### config.mk
export PLATFORM = sky130hd
export DESIGN_NAME = lc4_nzp_branch_unit
export DESIGN_NICKNAME = d
export VERILOG_FILES = /design/src/rtl/lc4_nzp_branch_unit.sv
export SDC_FILE = /design/constraint.sdc
export NUM_CORES = 1
export LEC_CHECK = 0
export BUFFER_PORTS_ARGS = -buffer_cell sky130_fd_sc_hd__buf_2
export CAP_MARGIN = 20
export CORE_UTILIZATION = 40
export DETAILED_ROUTE_END_ITERATION = 10
export GPL_ROUTABILITY_DRIVEN = 0
export PLACE_DENSITY = 0.67
export REMOVE_ABC_BUFFERS = 1
export SYNTH_ARGS = -nofsm -noshare
export SYNTH_HDL_FRONTEND = slang
export SYNTH_SLANG_ARGS = --single-unit
### constraint.sdc
create_clock -name clk -period 3.1 [get_ports clk]
set_input_delay 0.62 -clock clk [delete_from_list [all_inputs] [get_ports clk]]
set_output_delay 0.62 -clock clk [all_outputs]
set_load 0.03 [all_outputs]
### src/rtl/lc4_nzp_branch_unit.sv
`default_nettype none
// +--------------------------------------------------------------------------+
// | lc4_nzp_branch_unit: NZP flag register and BR resolver with a one-entry   |
// | output buffer. Optional LC4_NZP_BYPASS_EN forwards same-cycle results.    |
// | Revision: 1.0                                                             |
// +--------------------------------------------------------------------------+
module lc4_nzp_branch_unit #(
  parameter int ADDR_W = 16,
  parameter int OFF_W  = 9,
  parameter int CNT_W  = 16
) (
  input  logic              clk,
  input  logic              rst,
  input  logic              gwe,
  input  logic              wr_valid,
  input  logic [15:0]       wr_data,
  input  logic              br_valid,
  output logic              br_ready,
  input  logic [2:0]        br_mask,
  input  logic [ADDR_W-1:0] br_pc,
  input  logic [OFF_W-1:0]  br_off,
  output logic              out_valid,
  input  logic              out_ready,
  output logic              out_taken,
  output logic [ADDR_W-1:0] out_target,
  output logic [2:0]        nzp,
  output logic [CNT_W-1:0]  br_count,
  output logic [CNT_W-1:0]  taken_count
);

  localparam logic [CNT_W-1:0]  c_cnt_one  = {{(CNT_W-1){1'b0}}, 1'b1};
  localparam logic [ADDR_W-1:0] c_addr_one = {{(ADDR_W-1){1'b0}}, 1'b1};

  typedef enum logic [0:0] {
    EMPTY = 1'b0,
    FULL  = 1'b1
  } state_t;

  state_t              r_state;
  state_t              w_state_next;
  logic [2:0]          r_nzp;
  logic                r_taken;
  logic [ADDR_W-1:0]   r_target;
  logic [CNT_W-1:0]    r_br_count;
  logic [CNT_W-1:0]    r_taken_count;

  logic [2:0]          w_decode;
  logic [2:0]          w_flags_eff;
  logic                w_stall;
  logic                w_accept;
  logic                w_taken;
  logic [ADDR_W-1:0]   w_off_ext;
  logic [ADDR_W-1:0]   w_pc_inc;
  logic [ADDR_W-1:0]   w_target;

  assign w_decode = {wr_data[15],
                     (wr_data == 16'h0000),
                     (!wr_data[15] && (wr_data != 16'h0000))};

`ifdef LC4_NZP_BYPASS_EN
  // A result written in the same cycle is older than the branch, so forward it.
  assign w_flags_eff = wr_valid ? w_decode : r_nzp;
  assign w_stall     = 1'b0;
`else
  assign w_flags_eff = r_nzp;
  assign w_stall     = wr_valid;
`endif

  assign out_valid = (r_state == FULL);
  assign br_ready  = (!out_valid || out_ready) && !w_stall;
  assign w_accept  = gwe && br_valid && br_ready;

  assign w_taken   = |(br_mask & w_flags_eff);
  assign w_off_ext = {{(ADDR_W-OFF_W){br_off[OFF_W-1]}}, br_off};
  assign w_pc_inc  = br_pc + c_addr_one;
  assign w_target  = w_taken ? (w_pc_inc + w_off_ext) : w_pc_inc;

  always_ff @(posedge clk) begin
    if (rst) begin
      r_state <= EMPTY;
    end else begin
      r_state <= w_state_next;
    end
  end

  always_comb begin
    w_state_next = r_state;
    if (gwe) begin
      case (r_state)
        EMPTY:   if (w_accept) w_state_next = FULL;
        FULL:    if (out_ready) w_state_next = w_accept ? FULL : EMPTY;
        default: w_state_next = EMPTY;
      endcase
    end
  end

  always_ff @(posedge clk) begin
    if (rst) begin
      r_nzp         <= 3'b010;
      r_taken       <= 1'b0;
      r_target      <= '0;
      r_br_count    <= '0;
      r_taken_count <= '0;
    end else if (gwe) begin
      if (wr_valid) begin
        r_nzp <= w_decode;
      end
      if (w_accept) begin
        r_taken  <= w_taken;
        r_target <= w_target;
        // Statistics saturate rather than wrap.
        if (r_br_count != {CNT_W{1'b1}}) begin
          r_br_count <= r_br_count + c_cnt_one;
        end
        if (w_taken && (r_taken_count != {CNT_W{1'b1}})) begin
          r_taken_count <= r_taken_count + c_cnt_one;
        end
      end
    end
  end

  assign nzp         = r_nzp;
  assign out_taken   = r_taken;
  assign out_target  = r_target;
  assign br_count    = r_br_count;
  assign taken_count = r_taken_count;

endmodule
`default_nettype wire

* Word-level counts from Yosys, hierarchy flattened *
Cells that the tools add are included.

storage, ports and cells
  logic and storage cells = 34
  register bits after elaboration = 53
  input port bits = 50
  output and inout bits = 54

operators by class
  eq/ne operators = 2
  bitwise operators = 2
  muxes and demuxes = 4
  reduce and logical (&&, ||, !) cells = 16
  add/sub/neg operators = 4

operators with widths
  operator                                                          count
  16-bit by 1-bit adder with 16-bit output (second input constant)  3
  16-bit != test (second input constant)                            2
  16-bit adder                                                      1
  16-bit zero test                                                  1
  16-bit 2-to-1 mux                                                 1
  16-bit nonzero test                                               1
  3-bit AND reduction                                               2
  1-bit logical AND                                                 5
  2-bit AND reduction                                               2
  3-bit AND                                                         1
  1-bit zero test                                                   3
  3-bit OR reduction                                                1
  1-bit 2-to-1 mux                                                  2
  1-bit one-hot mux with 2 select lines                             1
  1-bit logical OR                                                  1
  1-bit NOT                                                         1

* Longest topological paths before layout *
  depth in word-level cells = 7
  depth in mapped cells = 11
  gate-level depth less buffers = 11

* Worst setup path after synthesis *
OpenSTA, ideal clock, no wires.

  kind = input port to flip-flop
  start = input br_pc[0]
  end = register r_target[15] (netlist: out_target[15])
  setup time = 0.062 ns
  arrival time = 2.877 ns
  stages on the path = 11
  path buffers = 0
  data required time = 3.038 ns
  slack = 0.161 ns
  path through = ha_1 > and3_1 > nor4b_2 > xor2_1 > ha_1 > a21oi_1 > nor2_1 > a211oi_1 > a31oi_1 > or4_1 > nand3_1

on the way
  word-level cells in the longest chain between the ends = 3

ends and longest elaborated chain
  what                                        RTL line  text
  start, declared                             20        input logic [ADDR_W-1:0] br_pc,
  16-bit by 1-bit adder with 16-bit output *  75        assign w_pc_inc = br_pc + c_addr_one;
  16-bit adder                                76        assign w_target = w_taken ? (w_pc_inc + w_off_ext) : w_pc_inc;
  16-bit 2-to-1 mux *                         76
  end signal, assigned                        110       r_target <= w_target;
  end, declared                               43        logic [ADDR_W-1:0] r_target;

Mark *: on every way between the ends. The rest lies on a longest branch, timed or not.
A chain may end at the register's enable or synchronous reset.

* Worst setup path in the final report *
  start = input br_pc[2]
  end = register r_target[15] (netlist: out_target[15])

The elaborated chain is that of the path after synthesis.

==> out/metrics.cfg <==
[clocking]
clk_pin_slew_ps = 100
root_buffer = clkbuf_8
cts_tree = built
cts_setup_buffers = 0
cts_resized = 0
worst_skew_pair.late_latency_ps = 300
clock_sinks = 53
cts-buffers-inserted = 5
htreeDepth = 2
hold_buffers = 0
clockBufferDepth = 2

[setup_path]
crit_fanout = 4
r2r_slack_ps = 940
reg2regPathDepth = 6
startpoint_type = primary input
crit_type = primary input to flip-flop
startpoint = br_pc[2]
rr_startpoint = out_valid
crit_end = out_target[15]
arrival_ps = 3110
r2r_end = taken_count[11]
cp-end-kind = flip-flop
crit_required_ps = 3350

[die]
ioPinCount = 104
die_area_mm2 = 0.00899
die_h_um = 94.8
fp-row-count = 33
fp.coreArea_mm2 = 0.00826
die_x_um = 94.8
start_util_pct = 41.7

[detailed_routing]
via_per_inst = 5.46
drt_iter0_drc = 167
antenna_left = 0
vias = 3611
drc = 0
wirelength_mm = 9.22
post_drt_wl_per_cell_um = 13.9
drtPass1Iterations = 4

[logic_synthesis]
yosys.area.top_type_share_pct = 30.8
synth_seq_area_share_pct = 30.8
yosysWarnings = 0
synth_top_cells_by_count = dfxtp_1, nand2_1, nor2_1
yosysMostFrequentCell = dfxtp_1
synth_edf_count = 0
synth.distinct_cells = 49
synthFlopType = dfxtp_1
netlist_area_mm2 = 0.00345
synth_top_area_cell = dfxtp_1
synthTopCellsByArea = dfxtp_1, ha_1, nand2_1, xnor2_1, a21oi_1
synth_cells = 427
ys_seq_elements = 53
synthArstFlopShare_pct = 0
synth_area_per_cell_um2 = 8.07

[placement]
port_buffers = 103
hpwlAfterDp_mm = 7.26
dpl.cell_count = 653
dp_worst_setup_slack_ps = -126

[sta]
setup_tns_ps = 0
layout_worst_path_cycle_share_pct = 92.3
finalWorstSetupSlack_ps = 240
setup_viol = 0
drv_slew = 0
period_needed_ps = 2860
hold_viol_final = 0
max_freq_mhz = 350
slew_headroom_pct = 62.1
rsz0062_at_grt = no
skew_ps = 12.2
tightest_slew_ps = 569

[power]
power_density_mw_per_mm2 = 346
vdd_ir_drop_max_v = 0.000192
power.leakage_uw = 0.00192
total_power_uw = 1520

[global_route]
grt_start_max_net_pins = 30
grt_pass1_wl_mm = 15.0
antenna_found_initial = 0
grtUsageTotal_pct = 20.7
grt_pass1_vias = 3326
grt-ovfl-total = 0

[finish]
finalNonFillerCells = 661
area_delta_synth_final_pct = 27.2
layout.nets = 628
diodes = 0
drive_above_1_share_pct = 27.2

[job]
drv_cap = 0

[worst_hold_path]
min_path_type = flip-flop to flip-flop
worst_hold_startpoint = out_target[7]

[run_status]
status = finished, final reports clean

state kept, by name, summed over array words and instances (netlist names):
register / cells
out_valid: 1
nzp: 3
br_count: 16
taken_count: 16
out_target: 16
out_taken: 1
layout by cell type, fill, tap and decap left out, types with 2 or more instances in the layout:
cell      netlist  layout
mux2i_1         2       2
a211oi_1        5       4
nand3_1        22      22
nand2b_1        2       2
nand2_1        50      50
ha_1           22      22
a31oi_1         5       5
or3_1          14      14
and4_1         10      10
buf_2           2     103
o21a_1          3       3
a22oi_1         6       6
nand3b_1        4       4
a311oi_1        5       5
a21o_1          7       7
xnor2_1        21      21
or4_1           3       3
a21oi_1        35      35
and2_1          4       4
inv_1           8       8
buf_4           0      30
nor2_1         40      40
nand4_1        10      10
nor4_4          2       2
nor4_1          4       4
and3_1          5       5
dfxtp_1        53      53
o211ai_1        6       6
clkbuf_8        0       5
xor2_1         18      18
nor2b_1         3       3
nor3_1          7       6
o21ai_0        22      22
per-stage QoR:
| stage | util (%) | instance area [µm²] | hold slack [ps] |
|---|---|---|---|
| global route | 53.1 | 4380 | 484 |
| global placement | 51.8 | 4280 | 437 |
| detailed placement | 51.8 | 4280 | 452 |
| floorplan | - | 3400 | 574 |
| CTS | 52.8 | 4360 | 466 |
| finish | 53.1 | 4380 | 468 |
how the worst min path moves through the flow:
stage                          to  cells after the start  slack [ps]
floorplan           out_target[2]                      2         570
global placement    out_target[7]                      2         440
detailed placement  out_target[7]                      2         450
CTS                 out_target[7]                      2         470
global route        out_target[2]                      2         480
finish              out_target[7]                      2         470
layer usage:
metal  share of wire (%)  global-route usage (%)  vias up
met5                   0                       0        -
met2                  47                    36.5       92
met1                  47                    26.4     1686
met3                 5.6                    3.38       10
li1                    -                       -     1823
met4                 1.3                    4.17        0
critical path: stages:
cell and delay, ps:
buf_2 110, and4_1 210, and3_1 240, nor4b_4 220, xor2_1 230, ha_1 280
a21oi_1 220, nor2_1 80, a211oi_2 220, a31oi_1 120, or4_1 500, nand3_1 70
where the power goes:
part / total, µW / internal [µW] / switching, µW
Combinational: 413 / 176 / 237
Sequential: 707 / 697 / 10.6
Clock: 397 / 162 / 235
Total: 1520 / 1030 / 483
cells by family after synthesis:
family	synth area share, %
fa+ha+maj	8.57
compound gates	19.3
flops	30.8
buf+inv	2.25
simple gates	28.6
xor+xnor	9.91
mux	0.581
cell type report:
| type | count | area [µm²] |
|---|---|---|
| Multi-Input combinational cell | 354 | 2330 |
| Fill cell | 845 | 3880 |
| Clock buffer | 6 | 72.6 |
| Timing Repair Buffer | 133 | 741 |
| Sequential cell | 53 | 1060 |
| Tap cell | 105 | 131 |
| Inverter | 8 | 30.0 |
| Clock inverter | 2 | 13.8 |
(Power assumes the default switching activity.)
